**config.mk**
```make
export PLATFORM = sky130hd
export DESIGN_NAME = mvm_stream
export DESIGN_NICKNAME = d
export VERILOG_FILES = /design/src/rtl/mvm_pkg.sv /design/src/rtl/mvm_lane.sv /design/src/rtl/mvm_stream.sv
export SDC_FILE = /design/constraint.sdc
export NUM_CORES = 2
export LEC_CHECK = 0
export BUFFER_PORTS_ARGS = -buffer_cell sky130_fd_sc_hd__buf_2
export CORE_MARGIN = 3
export CORE_UTILIZATION = 63
export DETAILED_ROUTE_END_ITERATION = 7
export PLACE_DENSITY = 0.95
export SYNTH_ARGS = -nofsm -noshare
export SYNTH_HDL_FRONTEND = slang
export SYNTH_SLANG_ARGS = --single-unit
```
**constraint.sdc**
```tcl
create_clock -name clk -period 40.3 [get_ports clk]
set_clock_uncertainty 0.05 [all_clocks]
set_input_delay 4.03 -clock clk [delete_from_list [all_inputs] [get_ports clk]]
set_output_delay 4.03 -clock clk [all_outputs]
set_load 0.02 [all_outputs]
```
**src/rtl/mvm_pkg.sv**
```systemverilog
// Shared types and arithmetic helpers for the streaming matrix-vector multiplier.
package mvm_pkg;

  typedef enum logic [1:0] {
    IDLE = 2'd0,
    MAC  = 2'd1,
    WB   = 2'd2,
    HOLD = 2'd3
  } state_t;

  localparam int SUM_W = 64;

  function automatic int acc_width(input int width, input int cols);
    return 2 * width + $clog2(cols) + 1;
  endfunction

  // Floor rescale by frac_bits, then clamp to the signed width-bit range.
  function automatic logic signed [SUM_W-1:0] sat_rescale(
    input  logic signed [SUM_W-1:0] sum,
    input  int                      width,
    input  int                      frac_bits,
    output logic                    sat
  );
    logic signed [SUM_W-1:0] shifted;
    logic signed [SUM_W-1:0] hi;
    logic signed [SUM_W-1:0] lo;
    shifted = sum >>> frac_bits;
    hi      = (64'sd1 <<< (width - 1)) - 64'sd1;
    lo      = -(64'sd1 <<< (width - 1));
    sat     = 1'b0;
    if (shifted > hi) begin
      sat = 1'b1;
      return hi;
    end
    if (shifted < lo) begin
      sat = 1'b1;
      return lo;
    end
    return shifted;
  endfunction

endpackage

```
**src/rtl/mvm_lane.sv**
```systemverilog
// One MAC lane: accumulates a*x over the columns, then bias/rescale/saturate/ReLU.
module mvm_lane
  import mvm_pkg::*;
#(
  parameter int WIDTH     = 8,
  parameter int COLS      = 4,
  parameter int FRAC_BITS = 4
) (
  input  logic             clk,
  input  logic             reset,
  input  logic             acc_load,
  input  logic             acc_en,
  input  logic             wb_en,
  input  logic [WIDTH-1:0] a,
  input  logic [WIDTH-1:0] x,
  input  logic [WIDTH-1:0] bias,
  input  logic             relu_en,
  output logic [WIDTH-1:0] elem,
  output logic             sat
);

  localparam int ACC_W = acc_width(WIDTH, COLS);

  logic signed [2*WIDTH-1:0] prod;
  logic signed [ACC_W-1:0]   acc_q;
  logic signed [WIDTH-1:0]   bias_s;
  logic signed [SUM_W-1:0]   sum;
  logic signed [SUM_W-1:0]   val;
  logic                      sat_raw;

  assign prod   = $signed(a) * $signed(x);
  assign bias_s = $signed(bias);

  always_ff @(posedge clk or posedge reset) begin
    if (reset) begin
      acc_q <= '0;
    end else if (acc_en) begin
      acc_q <= acc_load ? ACC_W'(prod) : acc_q + ACC_W'(prod);
    end
  end

  always_comb begin
    sum     = SUM_W'(acc_q) + (SUM_W'(bias_s) <<< FRAC_BITS);
    sat_raw = 1'b0;
    val     = sat_rescale(sum, WIDTH, FRAC_BITS, sat_raw);
    // ReLU applies after saturation so a clamped negative still reports overflow.
    if (relu_en && (val < 0)) begin
      val = '0;
    end
    elem = val[WIDTH-1:0];
    sat  = wb_en & sat_raw;
  end

endmodule

```
**src/rtl/mvm_stream.sv**
```systemverilog
// Streaming matrix-vector multiplier: LANES MAC lanes time-multiplexed over ROWS/LANES passes.
module mvm_stream
  import mvm_pkg::*;
#(
  parameter int ROWS      = 8,
  parameter int COLS      = 4,
  parameter int LANES     = 2,
  parameter int WIDTH     = 8,
  parameter int FRAC_BITS = 4
) (
  input  logic                       clk,
  input  logic                       reset,
  input  logic                       in_valid,
  output logic                       in_ready,
  input  logic [ROWS*COLS*WIDTH-1:0] matrix,
  input  logic [COLS*WIDTH-1:0]      vector,
  input  logic [ROWS*WIDTH-1:0]      bias,
  input  logic                       relu_en,
  output logic                       out_valid,
  input  logic                       out_ready,
  output logic [ROWS*WIDTH-1:0]      result,
  output logic                       overflow,
  output logic                       busy
);

  localparam int PASSES = ROWS / LANES;
  localparam int CW     = (COLS > 1) ? $clog2(COLS) : 1;
  localparam int PW     = (PASSES > 1) ? $clog2(PASSES) : 1;

  state_t state_q, state_d;

  logic [CW-1:0]              c_q;
  logic [PW-1:0]              p_q;
  logic [ROWS*COLS*WIDTH-1:0] mat_q;
  logic [COLS*WIDTH-1:0]      vec_q;
  logic [ROWS*WIDTH-1:0]      bias_q;
  logic                       relu_q;
  logic [ROWS*WIDTH-1:0]      result_q;
  logic                       overflow_q;
  logic                       out_valid_q;
  logic                       busy_q;

  logic c_last, p_last;
  logic accept, acc_en, acc_load, wb_en;

  logic [WIDTH-1:0] lane_a    [LANES];
  logic [WIDTH-1:0] lane_bias [LANES];
  logic [WIDTH-1:0] lane_elem [LANES];
  logic [WIDTH-1:0] lane_x;
  logic [LANES-1:0] lane_sat;

  assign c_last = (c_q == CW'(COLS - 1));
  assign p_last = (p_q == PW'(PASSES - 1));

  always_ff @(posedge clk or posedge reset) begin
    if (reset) begin
      state_q <= IDLE;
    end else begin
      state_q <= state_d;
    end
  end

  always_comb begin
    state_d = state_q;
    unique case (state_q)
      IDLE:    if (in_valid) state_d = MAC;
      MAC:     if (c_last) state_d = WB;
      WB:      state_d = p_last ? HOLD : MAC;
      HOLD:    if (out_ready) state_d = IDLE;
      default: state_d = IDLE;
    endcase
  end

  always_comb begin
    in_ready = (state_q == IDLE) && !reset;
    accept   = (state_q == IDLE) && in_valid;
    acc_en   = (state_q == MAC);
    acc_load = acc_en && (c_q == '0);
    wb_en    = (state_q == WB);
  end

  // Lane l of pass p works on row p*LANES+l; all lanes share the current vector element.
  always_comb begin
    lane_a    = '{default: '0};
    lane_bias = '{default: '0};
    lane_x    = vec_q[int'(c_q)*WIDTH +: WIDTH];
    for (int unsigned l = 0; l < LANES; l++) begin
      lane_a[l]    = mat_q[((int'(p_q)*LANES + int'(l))*COLS + int'(c_q))*WIDTH +: WIDTH];
      lane_bias[l] = bias_q[(int'(p_q)*LANES + int'(l))*WIDTH +: WIDTH];
    end
  end

  for (genvar g = 0; g < LANES; g++) begin : g_lane
    mvm_lane #(
      .WIDTH    (WIDTH),
      .COLS     (COLS),
      .FRAC_BITS(FRAC_BITS)
    ) u_lane (
      .clk     (clk),
      .reset   (reset),
      .acc_load(acc_load),
      .acc_en  (acc_en),
      .wb_en   (wb_en),
      .a       (lane_a[g]),
      .x       (lane_x),
      .bias    (lane_bias[g]),
      .relu_en (relu_q),
      .elem    (lane_elem[g]),
      .sat     (lane_sat[g])
    );
  end

  always_ff @(posedge clk or posedge reset) begin
    if (reset) begin
      c_q         <= '0;
      p_q         <= '0;
      mat_q       <= '0;
      vec_q       <= '0;
      bias_q      <= '0;
      relu_q      <= 1'b0;
      result_q    <= '0;
      overflow_q  <= 1'b0;
      out_valid_q <= 1'b0;
      busy_q      <= 1'b0;
    end else begin
      if (accept) begin
        mat_q      <= matrix;
        vec_q      <= vector;
        bias_q     <= bias;
        relu_q     <= relu_en;
        c_q        <= '0;
        p_q        <= '0;
        overflow_q <= 1'b0;
        busy_q     <= 1'b1;
      end
      if (acc_en) begin
        c_q <= c_last ? '0 : c_q + 1'b1;
      end
      if (wb_en) begin
        for (int unsigned l = 0; l < LANES; l++) begin
          result_q[(int'(p_q)*LANES + int'(l))*WIDTH +: WIDTH] <= lane_elem[l];
        end
        overflow_q <= overflow_q | (|lane_sat);
        if (p_last) begin
          out_valid_q <= 1'b1;
        end else begin
          p_q <= p_q + 1'b1;
        end
      end
      if ((state_q == HOLD) && out_ready) begin
        out_valid_q <= 1'b0;
        busy_q      <= 1'b0;
      end
    end
  end

  assign result    = result_q;
  assign overflow  = overflow_q;
  assign out_valid = out_valid_q;
  assign busy      = busy_q;

endmodule

```
==> results.cfg <==
[floorplanning]
ios = 425
die_w_um = 218
rows = 77
die_y_um = 218
core_area_mm2 = 0.0444
start_util_pct = 64.0
dieArea_mm2 = 0.0477

[sta]
max_freq_mhz = 108
hold_slack_ps = 422
min_period_ps = 9220
report.final.setup_viol = 0
fin_ws_ps = 31080
slew_violations = 0
max_slew.worst_pin.slew_ps = 1080
fin_crit_sh_pct = 22.9
finalHoldViolations = 0
slew_headroom_pct = 28.3
rsz0062_at_grt = false
setup_tns_ps = 0

[placement]
dp_hpwl_um = 58100
dpl_worst_slack_ps = 31200
place_congestion = 0.907
dpl_cell_area_mm2 = 0.0309
numPortBuffers = 424

[min_path]
min_path_type = reg2reg

[synth]
synth_cell_type_count = 75
syn_inst = 3061
seq_area_frac_synth_pct = 40.9
ys_ff_latch = 464
syn_nets = 3671
ys_warn_count = 0
synth-edff-count = 0
mappedNetlistArea_mm2 = 0.0284
synth_area_per_cell_um2 = 9.28
ys_async_sr_fraction_pct = 100
synth-main-ff-cell = dfrtp_1

[global_routing]
grt_pass1_wl_um = 134000
grt_remaining_overflow = 0
grt_pass1_vias = 25200
antenna_found_initial = 3
grt_max_degree = 181
grt_use_total_pct = 35.9

[final_layout]
areaGrowthSynthToFinish_pct = 14.6
stdcell_area_mm2 = 0.0326
final_nets = 4024
mostFrequentLayoutCell = nand2_1
multi_input_area_mm2 = 0.0156
nFillCells = 2641
final_cell_mix = nand2_1 (1199), dfrtp_1 (461), buf_2 (424)
drive_above_1_share_pct = 19.1
register_area_mm2 = 0.0116

[critical_path]
cp-start-kind = register
cp.arrival_ps = 9620
slowest_stage = dfrtp_4
endpoint_kind = register
worst_path_dominant_cell_family = adder cells
crit_required_ps = 40700
crit_buf_inv = 7
crit_top_cell = inv_1
slowest_delay_ps = 980
path_class = reg2reg
critPathMaxFanout = 40

[outcome]
status = complete, no violations

[cts]
path_clk_slew_ps = 60
cts_tree = built
post-cts-setup-buffer-count = 0
numCtsBuffers = 47
clock-root-buffer = clkbuf_16
hold_buffers = 0
clockBufferDepth = 3
cts.sinks = 464
post_cts_resized = 0
cts_htree_levels = 2
clk_latency_ps = 610

[drt]
drtIter0Drc = 3068
dr.pass1.iters = 6
vias = 24900
wire_per_inst_um = 21.1
drc_errors = 0
viasPerCell = 6.16
antenna_left = 0
routed_wl_um = 85300

[run]
drv_cap = 0
## layer usage
layer	vias up	global-route usage [%]	routed length, µm
li1	10800	-	-
met2	1751	59.1	40800
met4	2	22.2	6540
met1	11900	43.4	29600
met5	-	0	17
met3	501	7.74	8410
## stage by stage
stage	cells	utilization, %
after floorplan	3061	-
after global placement	3957	69.6
after detailed placement	3957	69.6
after CTS	4044	73.3
after global routing	4045	73.3
final	4048	73.3
## synthesized netlist by cell type (5+ instances only)
library cell / number / area, µm²
a211oi_1: 12 / 90.1
ha_1: 139 / 1740
a21oi_2: 6 / 52.6
a21oi_1: 82 / 410
or3_1: 5 / 31.3
clkbuf_1: 120 / 450
o211ai_1: 5 / 37.5
fa_1: 114 / 2280
mux2i_1: 8 / 80.1
o21a_1: 22 / 165
nor2_1: 79 / 297
o21ai_0: 44 / 220
xor2_1: 23 / 201
inv_1: 191 / 717
or2_2: 5 / 31.3
nand3_1: 11 / 55.1
a31oi_1: 13 / 81.3
nand2b_1: 10 / 62.6
buf_1: 10 / 37.5
o21bai_1: 13 / 97.6
nor3_1: 20 / 100
xnor2_1: 55 / 482
o31ai_1: 11 / 82.6
and3_1: 6 / 37.5
a22o_1: 6 / 52.6
mux4_2: 103 / 2320
nand2_1: 1200 / 4500
a21o_1: 31 / 233
dfrtp_1: 464 / 11600
buf_2: 7 / 35.0
o21ai_1: 47 / 235
and2_1: 89 / 557
nor2b_1: 8 / 50.1
a221o_1: 28 / 280
## state kept, by name, indices dropped and copies added (netlist names)
signal and cells:
relu_q 1, g_lane.u_lane.acc_q 38, p_q 2, out_valid 1, vec_q 32, mat_q 256
state_q 2, bias_q 64, result 64, busy 1, overflow 1, c_q 2
## final cells by class
type / count / area share [%]
diodes: 4 / 0.0307
clock buffers: 69 / 4.24
clock inverters: 18 / 0.784
inverters: 194 / 2.26
multi-input cells: 2266 / 47.8
flip-flops and latches: 464 / 35.7
well taps: 592 / 2.27
repair buffers: 441 / 6.95
## worst reg2reg max path, delay by kind of cell, from the launching register on
kind	cells	cell delay, ps
and+or+nand+nor	1	220
buffers and inverters	7	1200
DFF	1	980
AOI/OAI and AO/OA	9	1780
adders and majority gates	6	3000
xor gates and xnor gates	1	640
muxes	2	1220
## final timing paths
check	to	slack (ps)	from	depth (start not counted)
max	g_lane[0].u_lane.acc_q[18]$_DFFE_PP0P_	31080	c_q[0]$_DFFE_PP0P_	26
min	mat_q[113]$_DFFE_PP0P_	420	mat_q[113]$_DFFE_PP0P_	2
min reg2reg	mat_q[113]$_DFFE_PP0P_	420	mat_q[113]$_DFFE_PP0P_	2
min in group asynchronous	result[57]$_DFFE_PP0P_	3570	reset	2
max in group asynchronous	mat_q[135]$_DFFE_PP0P_	34160	reset	4
max reg2reg	g_lane[0].u_lane.acc_q[18]$_DFFE_PP0P_	31080	c_q[0]$_DFFE_PP0P_	26
## cell families after synthesis
kind of cell	synth area share, %
AO/OA/AOI/OAI	8.46
buffers and inverters	4.40
adder cells (fa/ha/maj)	14.2
multiplexers	8.61
XOR/XNOR	2.40
flip-flops	40.9
AND/OR/NAND/NOR	21.1
Power is not shown: default switching activity piles up to over one toggle a cycle in this logic, so the estimate is an artifact.
